==> src/rtl/ifetch_unit.sv <==
// ifetch_unit -- fetch stage of the 5-stage MIPS core.
//
// Owns the fetch PC and keeps at most one request outstanding on the
// instruction bus. A returned word goes straight to decode when it is
// accepted. Otherwise it is parked in a hold buffer until decode takes it.
// Branch redirects take effect when the delay slot leaves fetch.
// Exception redirects take effect at once. A request that is already in
// flight is drained in DROP, and its returned word is discarded.
//
// Build option:
//   FETCH_ADDR_CHECK_EN  when defined, a misaligned pcF issues no request.
//                        The stage instead presents a nop with exc_adelF=1.
//                        When undefined, ireq_addr[1:0] is forced to zero and
//                        exc_adelF is tied low.
//
// Ports:
//   clk, resetn                     clock, synchronous active-low reset
//   ireq_valid, ireq_addr           instruction request (address = pcF)
//   iresp_addr_ok                   request accepted this cycle
//   iresp_data_ok, iresp_data       response word valid this cycle
//   stallF                          decode will not accept this cycle
//   redirect_valid, redirect_pc     taken branch/jump, applied on advance
//   excp_valid, excp_pc             exception/eret redirect, highest priority
//   i_data_ok, instrF, pcF          fetched instruction and its PC
//   exc_adelF                       misaligned fetch flag
module ifetch_unit #(
  parameter logic [31:0] RESET_PC = 32'hbfc0_0000
) (
  input  logic        clk,
  input  logic        resetn,
  output logic        ireq_valid,
  output logic [31:0] ireq_addr,
  input  logic        iresp_addr_ok,
  input  logic        iresp_data_ok,
  input  logic [31:0] iresp_data,
  input  logic        stallF,
  input  logic        redirect_valid,
  input  logic [31:0] redirect_pc,
  input  logic        excp_valid,
  input  logic [31:0] excp_pc,
  output logic        i_data_ok,
  output logic [31:0] instrF,
  output logic [31:0] pcF,
  output logic        exc_adelF
);

  typedef enum logic [1:0] {S_REQ, S_WAIT, S_HOLD, S_DROP} state_t;

  state_t      state, state_d;
  logic [31:0] pc_q, pc_d;
  logic [31:0] pend_pc, pend_pc_d;
  logic        pend_kill, pend_kill_d;
  logic [31:0] hold_buf;
  logic        hold_load;
  logic [31:0] next_pc, kill_pc;
  logic        misaligned, word_here, advance;

`ifdef FETCH_ADDR_CHECK_EN
  assign misaligned = (pc_q[1:0] != 2'b00);
  assign ireq_addr  = pc_q;
`else
  assign misaligned = 1'b0;
  assign ireq_addr  = {pc_q[31:2], 2'b00};
`endif

  assign pcF        = pc_q;
  assign ireq_valid = resetn & (state == S_REQ) & ~misaligned;
  assign exc_adelF  = resetn & (state == S_REQ) & misaligned;

  // A word is available from one of four sources: the misaligned nop,
  // same-cycle grant plus data, late data in WAIT, or the hold buffer.
  always_comb begin
    word_here = 1'b0;
    unique case (state)
      S_REQ:  word_here = misaligned | (iresp_addr_ok & iresp_data_ok);
      S_WAIT: word_here = iresp_data_ok;
      S_HOLD: word_here = 1'b1;
      S_DROP: word_here = 1'b0;
    endcase
  end

  // Never show a word that is being killed, including the whole time a kill
  // is pending behind an unaccepted request.
  assign i_data_ok = resetn & word_here & ~excp_valid & ~pend_kill;
  assign advance   = i_data_ok & ~stallF;
  assign next_pc   = redirect_valid ? redirect_pc : pc_q + 32'd4;

  always_comb begin
    instrF = 32'h0;
    if (i_data_ok && !misaligned)
      instrF = (state == S_HOLD) ? hold_buf : iresp_data;
  end

  always_comb begin
    state_d     = state;
    pc_d        = pc_q;
    pend_pc_d   = pend_pc;
    pend_kill_d = pend_kill;
    hold_load   = 1'b0;
    // A new exception overrides a kill that is still pending.
    kill_pc     = excp_valid ? excp_pc : pend_pc;
    unique case (state)
      S_REQ: begin
        if (misaligned) begin
          if (excp_valid)   pc_d = excp_pc;
          else if (advance) pc_d = next_pc;
        end else if (excp_valid || pend_kill) begin
          // Keep the address stable until it is granted, then drain the
          // request. Grant plus data together means nothing is left to drain.
          if (iresp_addr_ok && iresp_data_ok) begin
            pc_d        = kill_pc;
            pend_kill_d = 1'b0;
          end else if (iresp_addr_ok) begin
            pend_pc_d   = kill_pc;
            pend_kill_d = 1'b0;
            state_d     = S_DROP;
          end else begin
            pend_pc_d   = kill_pc;
            pend_kill_d = 1'b1;
          end
        end else if (iresp_addr_ok) begin
          if (!iresp_data_ok) begin
            state_d = S_WAIT;
          end else if (advance) begin
            pc_d = next_pc;
          end else begin
            hold_load = 1'b1;
            state_d   = S_HOLD;
          end
        end
      end
      S_WAIT: begin
        if (iresp_data_ok) begin
          state_d = S_REQ;
          if (excp_valid) begin
            pc_d = excp_pc;
          end else if (advance) begin
            pc_d = next_pc;
          end else begin
            hold_load = 1'b1;
            state_d   = S_HOLD;
          end
        end else if (excp_valid) begin
          pend_pc_d = excp_pc;
          state_d   = S_DROP;
        end
      end
      S_HOLD: begin
        if (excp_valid) begin
          pc_d    = excp_pc;
          state_d = S_REQ;
        end else if (advance) begin
          pc_d    = next_pc;
          state_d = S_REQ;
        end
      end
      S_DROP: begin
        if (excp_valid) pend_pc_d = excp_pc;
        if (iresp_data_ok) begin
          pc_d    = kill_pc;
          state_d = S_REQ;
        end
      end
    endcase
  end

  always_ff @(posedge clk) begin
    if (!resetn) begin
      state     <= S_REQ;
      pc_q      <= RESET_PC;
      pend_kill <= 1'b0;
    end else begin
      state     <= state_d;
      pc_q      <= pc_d;
      pend_kill <= pend_kill_d;
    end
  end

  // Data-only registers: their contents are qualified by state/pend_kill.
  always_ff @(posedge clk) begin
    pend_pc <= pend_pc_d;
    if (hold_load) hold_buf <= iresp_data;
  end

endmodule

==> config.mk <==
export PLATFORM = sky130hd
export DESIGN_NAME = ifetch_unit
export DESIGN_NICKNAME = d
export VERILOG_FILES = /design/src/rtl/ifetch_unit.sv
export SDC_FILE = /design/constraint.sdc
export NUM_CORES = 1
export LEC_CHECK = 0
export BUFFER_PORTS_ARGS = -buffer_cell sky130_fd_sc_hd__buf_2
export CAP_MARGIN = 20
export CELL_PAD_IN_SITES_DETAIL_PLACEMENT = 1
export CELL_PAD_IN_SITES_GLOBAL_PLACEMENT = 1
export CORE_ASPECT_RATIO = 1.1
export CORE_MARGIN = 5
export CORE_UTILIZATION = 43
export CTS_BUF_LIST = sky130_fd_sc_hd__clkbuf_4
export DETAILED_ROUTE_END_ITERATION = 8
export PLACE_DENSITY_LB_ADDON = 0.1
export REMOVE_ABC_BUFFERS = 1
export SYNTH_ARGS = -nofsm -noshare
export SYNTH_HDL_FRONTEND = slang
export SYNTH_SLANG_ARGS = --single-unit
==> constraint.sdc <==
create_clock -name clk -period 9.9 [get_ports clk]
set_clock_uncertainty 0.05 [all_clocks]
set_input_delay 0.495 -clock clk [delete_from_list [all_inputs] [get_ports clk]]
set_output_delay 0.495 -clock clk [all_outputs]
set_load 0.01 [all_outputs]
# ---- After elaboration in Yosys (flattened, before gate mapping)
# Cells that the tools add are included.
dict set report word_totals {
  ff_bits 99
  latchBits 0
  mem_bits_rw 0
  romBits 0
  in_bits 103
  out_inout_bits 99
  word_cells 80
  mem_count 0
}
dict set report op_classes {
  n_addsub 1
  n_mul 0
  div 0
  n_lt_le_gt_ge 0
  eq_ne 16
  shifts 0
  mux 41
  n_bitwise 9
  n_reduce_logical 8
}
# op count
set op_table {}
lappend op_table {{32-bit 2-to-1 mux} 15}
lappend op_table {{32-bit case mux with 4 select lines} 1}
lappend op_table {{32-bit case mux with 3 select lines} 1}
lappend op_table {{32-bit by 3-bit adder with 32-bit output, second input constant} 1}
lappend op_table {{2-bit 2-to-1 mux} 13}
lappend op_table {{3-bit by 2-bit != test with 1-bit output, second input constant} 4}
lappend op_table {{3-bit != test, second input constant} 3}
lappend op_table {{1-bit 2-to-1 mux} 8}
lappend op_table {{2-bit != test, second input constant} 4}
lappend op_table {{2-bit case mux with 4 select lines} 1}
lappend op_table {{7-bit AND reduction} 1}
lappend op_table {{1-bit AND} 6}
lappend op_table {{5-bit AND reduction} 1}
lappend op_table {{2-bit == test, second input constant} 2}
lappend op_table {{4-bit by 3-bit != test with 1-bit output, second input constant} 1}
lappend op_table {{1-bit case mux with 4 select lines} 1}
lappend op_table {{4-bit AND reduction} 1}
lappend op_table {{1-bit NOT} 3}
lappend op_table {{3-bit nonzero test} 1}
lappend op_table {{2-bit by 1-bit == test with 1-bit output, second input constant} 1}
lappend op_table {{2-bit logical NOT} 1}
lappend op_table {{2-bit by 1-bit != test with 1-bit output, second input constant} 1}
lappend op_table {{1-bit case mux with 2 select lines} 1}
lappend op_table {{2-bit AND reduction} 1}
lappend op_table {{2 further kinds} 2}

# ---- Longest topological paths before layout
dict set report depth {
  depth_word 11
  ltp_mapped 12
  depth_no_buf 9
}

# ---- Least setup slack after synthesis
# Ideal clock, no wire load.
dict set report synth_timing {
  kind {input -> register}
  start {in excp_valid}
  end {reg pend_pc[0] (enable)}
  setup_ns 0.470
  arrival_time_ns 3.749
  required_ns 9.380
  setup_slack_ns 5.630
  cell_stages 5
  path_buffers 3
  path_cell_list {clkbuf_1 > clkbuf_1 > nor3b_1 > clkbuf_1 > a211oi_1}
}
dict set report synth_between {
  elab_chain_len 3
}
# item line
set synth_rtl {}
lappend synth_rtl {{from (decl)} 39} ;# input logic excp_valid,
lappend synth_rtl {{1-bit logical OR} 107} ;# end else if (excp_valid || pend_kill) begin
lappend synth_rtl {{2-bit by 1-bit != test with 1-bit output (no line)} --}
lappend synth_rtl {{4-bit AND reduction (no line)} --}
lappend synth_rtl {{to (signal assigned)} 181} ;# pend_pc <= pend_pc_d;
lappend synth_rtl {{to (decl)} 51} ;# logic [31:0] pend_pc, pend_pc_d;
# No other way between the ends.
# A chain may end at the register's enable or synchronous reset.

# ---- Final worst setup path
dict set report layout_timing {
  start {reg state[0]}
  end {reg pc_q[27] (netlist: pcF[27])}
}
dict set report layout_between {
  elab_chain_len 11
  elab_cells_between_ends 22
  classes_between {eq/ne: 8; mux: 8; bitwise: 4; reduce/logical: 2}
}
# item line
set layout_rtl {}
lappend layout_rtl {{from (decl)} 49} ;# state_t state, state_d;
lappend layout_rtl {{from (signal assigned)} 173} ;# state <= state_d;
lappend layout_rtl {{2-bit == test, or another cell as far along} {74, 102}}
lappend layout_rtl {{1-bit case mux with 4 select lines} 74} ;# unique case (state)
lappend layout_rtl {{1-bit AND (3 in series)} 84} ;# assign i_data_ok = resetn & word_here & ~excp_valid & ~pend_kill;
lappend layout_rtl {{1-bit AND} 85} ;# assign advance = i_data_ok & ~stallF;
lappend layout_rtl {{32-bit 2-to-1 mux (4 in series)} --}
lappend layout_rtl {{32-bit case mux with 4 select lines} 102} ;# unique case (state)
lappend layout_rtl {{to (signal assigned)} 174} ;# pc_q <= pc_d;
lappend layout_rtl {{to (decl)} 50} ;# logic [31:0] pc_q, pc_d;
# Parallel ways exist; a longest one is shown, timed or not. The select of a mux whose other input is x is not followed.

==> flow_metrics.tcl <==
set metrics [dict create \
    async_flop_share_pct 0 \
    cts_resized 0 \
    die-height_um 141.5 \
    sequentialPowerShare_pct 35.9 \
    timing.max_slew.rel_slack_pct 17.27 \
    power.ir.vdd_worst_v 0.0001352 \
    cts-buffers-inserted 9 \
    dr.max_layer_used "met4" \
    crit_path_max_fanout 34 \
    tritoncts "built" \
    clock_tree.root_cell "clkbuf_4" \
    period_share_pct 36.05 \
    p_leak_nw 3.050 \
    grt_antenna_before_repair 1 \
    critical_path.cell_chain "inv_1 > ha_2 > a21oi_1 > o22a_1 > clkinv_2 > nand2_1 > buf_4 > or4b_2 > o211ai_1 > o22ai_1" \
    cpPeakStageDelay_ns 0.87 \
    pin_count_of_the_biggest_net_entering_global_routing 80 \
    tightestPinTransition_ns 1.230 \
    max_freq_ghz 0.2802 \
    swShare_pct 48.34 \
    layout-drive-gt1-share_pct 30.58 \
    m1WireLength_mm 9.932 \
    clock_power_share_pct 10.4 \
    synthCells 762 \
    switchingPower_w 0.001050 \
    area_growth_syn_to_layout_pct 15.13 \
    report.final.setup_viol 0 \
    synth_top_cell_area_share_pct 28.45 \
    outcome "complete, no violations" \
    fp.coreArea_um2 15550 \
    chipWidth_um 129.5 \
    pwr-share-comb_pct 53.8 \
    critPathRequiredTime_ns 10.26 \
    track_usage_pct 25.94 \
    worst-path-buf-inv 3 \
    syn_avg_cell_area_um2 8.865 \
    synth_enable_flop_cells 64 \
    layout_min_cycle_time_ns 3.569 \
    yosys.cell_types.count 67 \
    drt-vias-per-instance 6.245 \
    grt_first_pass_wirelength_mm 37.71 \
    final-hold-violation-count 0 \
    clock_sinks 99 \
    fillCellCount 1917 \
    finalInstanceArea_um2 7777 \
    routed-via-count 6851 \
    insertion_delay_ns 0.51 \
    cell_type_with_the_highest_aggregate_area_in_the_netlist "edfxtp_1" \
    routed_wirelength_mm 24.29 \
    final-max-slew-violation-count 0 \
    critPathTopFamily "simple AND/OR/NAND/NOR gates" \
    nNetsFinal 1000 \
    drt_antenna_net_count 0 \
    number_of_iterations_in_the_first_detailed_routing_pass 4 \
    start_util_pct 43.43 \
    cap_viol_max_count 0 \
    placed_area_um2 7622 \
    worst_setup_hold_path_clk_slew_ns 0.19 \
    wl_met2_mm 11.76 \
    post_synth_main_area_contributors "edfxtp_1, dfxtp_1, mux2_2" \
    detail_route.wl_per_cell_um 22.14 \
    timing_worst_setup_path_type "flop to flop" \
    h-tree-depth 3 \
    place_hpwl_mm 17.37 \
    die_area_um2 18320 \
    fin_tns_setup_ns 0 \
    timing.hold.worst.class "input pin to flop" \
    met3RoutedLength_mm 1.798 \
    grt-ovfl-total 0 \
    internal_cell_power_w 0.001122 \
    count_of_synthesis_stage_warnings_from_yosys 0 \
    synthTopCellsByCount "nor2_1, edfxtp_1, o21ai_0" \
    synth-seq-area-share_pct 38.82 \
    timing.critical_path.arrival_ns 3.93 \
    synth_most_common_cell "nor2_1" \
    rsz_0062_raised_after_global_routing "no" \
    ys_seq_elements 99 \
    power.density_nw_per_um2 279.3 \
    grt_pass1_vias 7047 \
    timing.reg2reg.setup_slack_ns 6.33 \
    summed_instance_area_of_the_synthesized_netlist_um2 6755 \
    dr.first_iter.drc_count 424 \
    cts-root-to-sink-buffers 2 \
    globalplace.congestion 0.8405 \
    synth-main-ff-cell "edfxtp_1" \
    ioPinCount 202 \
    row_count 48 \
    cts_post_setup_buffers_inserted 0 \
    drc_errors 0 \
    placement.io_buffers 198 \
    cts-hold-fix-buffers 0 \
    worst_path_max_delay_cell "ha_2" \
    element_type_at_the_critical_path_end "flop" \
    startpoint_type "flop" \
]
==> layout make-up <==
type | count | area, um^2 | share of cell area (%)
Timing Repair Buffer | 212 | 1104 | 14.19
Antenna cell | 1 | 2.502 | 0.03218
Multi-Input combinational cell | 545 | 3570 | 45.90
Clock buffer | 9 | 67.56 | 0.8687
Sequential cell | 99 | 2623 | 33.72
Tap cell | 200 | 250.2 | 3.218
Clock inverter | 7 | 70.07 | 0.9009
Inverter | 24 | 91.34 | 1.174
==> power by group through the flow <==
stage	logic, W	clock network (W)	registers (W)
after global placement	0.00113	0	0.000773
after global routing	0.00127	0.000249	0.000800
after CTS	0.00116	0.000231	0.000778
after detailed placement	0.00116	0	0.000787
final	0.00117	0.000225	0.000779
after floorplan	0.000673	0	0.000793
==> metal layers <==
metal  GRT usage, %  vias to the layer above
met5              0                        -
met4          10.72                        0
met3          4.518                       54
met2          43.78                      306
met1          32.74                     3380
li1               -                     3111
==> final timing paths <==
path / startpoint / end / cells past startpoint
setup / recovery: state[0]$_SDFFE_PN0P_ / pcF[27]$_SDFFE_PN1P_ / 10
setup reg to reg: state[0]$_SDFFE_PN0P_ / pcF[27]$_SDFFE_PN1P_ / 10
hold reg to reg: pcF[29]$_SDFFE_PN1P_ / pcF[29]$_SDFFE_PN1P_ / 1
hold / removal: iresp_data[31] / hold_buf[31]$_DFFE_PP_ / 1
==> stage by stage <==
stage	setup WS (ns)	hold WS (ns)	util, %	instances	total power [W]
finish	6.331	0.1103	50.00	1097	0.002172
global route	6.116	0.07313	50.00	1097	0.002316
CTS	6.312	0.08328	49.89	1095	0.002171
detailed placement	6.309	0.4620	49.00	1079	0.001947
global placement	6.458	0.4457	49.00	1079	0.001901
floorplan	5.291	0.4301	-	668	0.001466
==> state kept, by name, summed over array words and instances, names as in the netlist <==
register / count
hold_buf: 32
pcF: 32
pend_pc: 32
state: 2
pend_kill: 1
==> worst reg2reg max path, delay by kind of cell (launching register included) <==
kind | cells | cell delay (ns)
DFF | 1 | 0.36
adders and majority gates | 1 | 0.88
AOI/OAI and AO/OA | 4 | 0.72
buffers and inverters | 3 | 0.60
and+or+nand+nor | 2 | 0.89
==> cells in the final DEF, fill, tap and decap left out, types with 8 or more instances in the layout <==
cell and n:
nand2b_1 13, a31oi_1 11, nand2_1 43, a21oi_1 50, inv_1 22, and3_1 9
a32oi_1 8, buf_4 13, buf_2 198, mux2i_1 33, nor2_1 77, mux2_2 35
nor3_1 8, o21ai_0 64, nand3_1 20, o22ai_1 8, a22oi_1 10, edfxtp_1 64
clkbuf_4 9, nand4_1 8, dfxtp_1 35, a221oi_1 24
==> cells by family (layout without fill, tap and decap cells) <==
family / after synthesis / after routing / share of synthesized area, %
AO/OA/AOI/OAI: 250 / 250 / 24.78
adder cells (fa/ha/maj): 6 / 6 / 1.111
buffers and inverters: 120 / 252 / 8.705
flip-flops: 99 / 99 / 38.82
multiplexers: 68 / 68 / 10.72
other: 1 / 4 / 0.05551
AND/OR/NAND/NOR: 218 / 218 / 15.80
(Power assumes the default switching activity.)
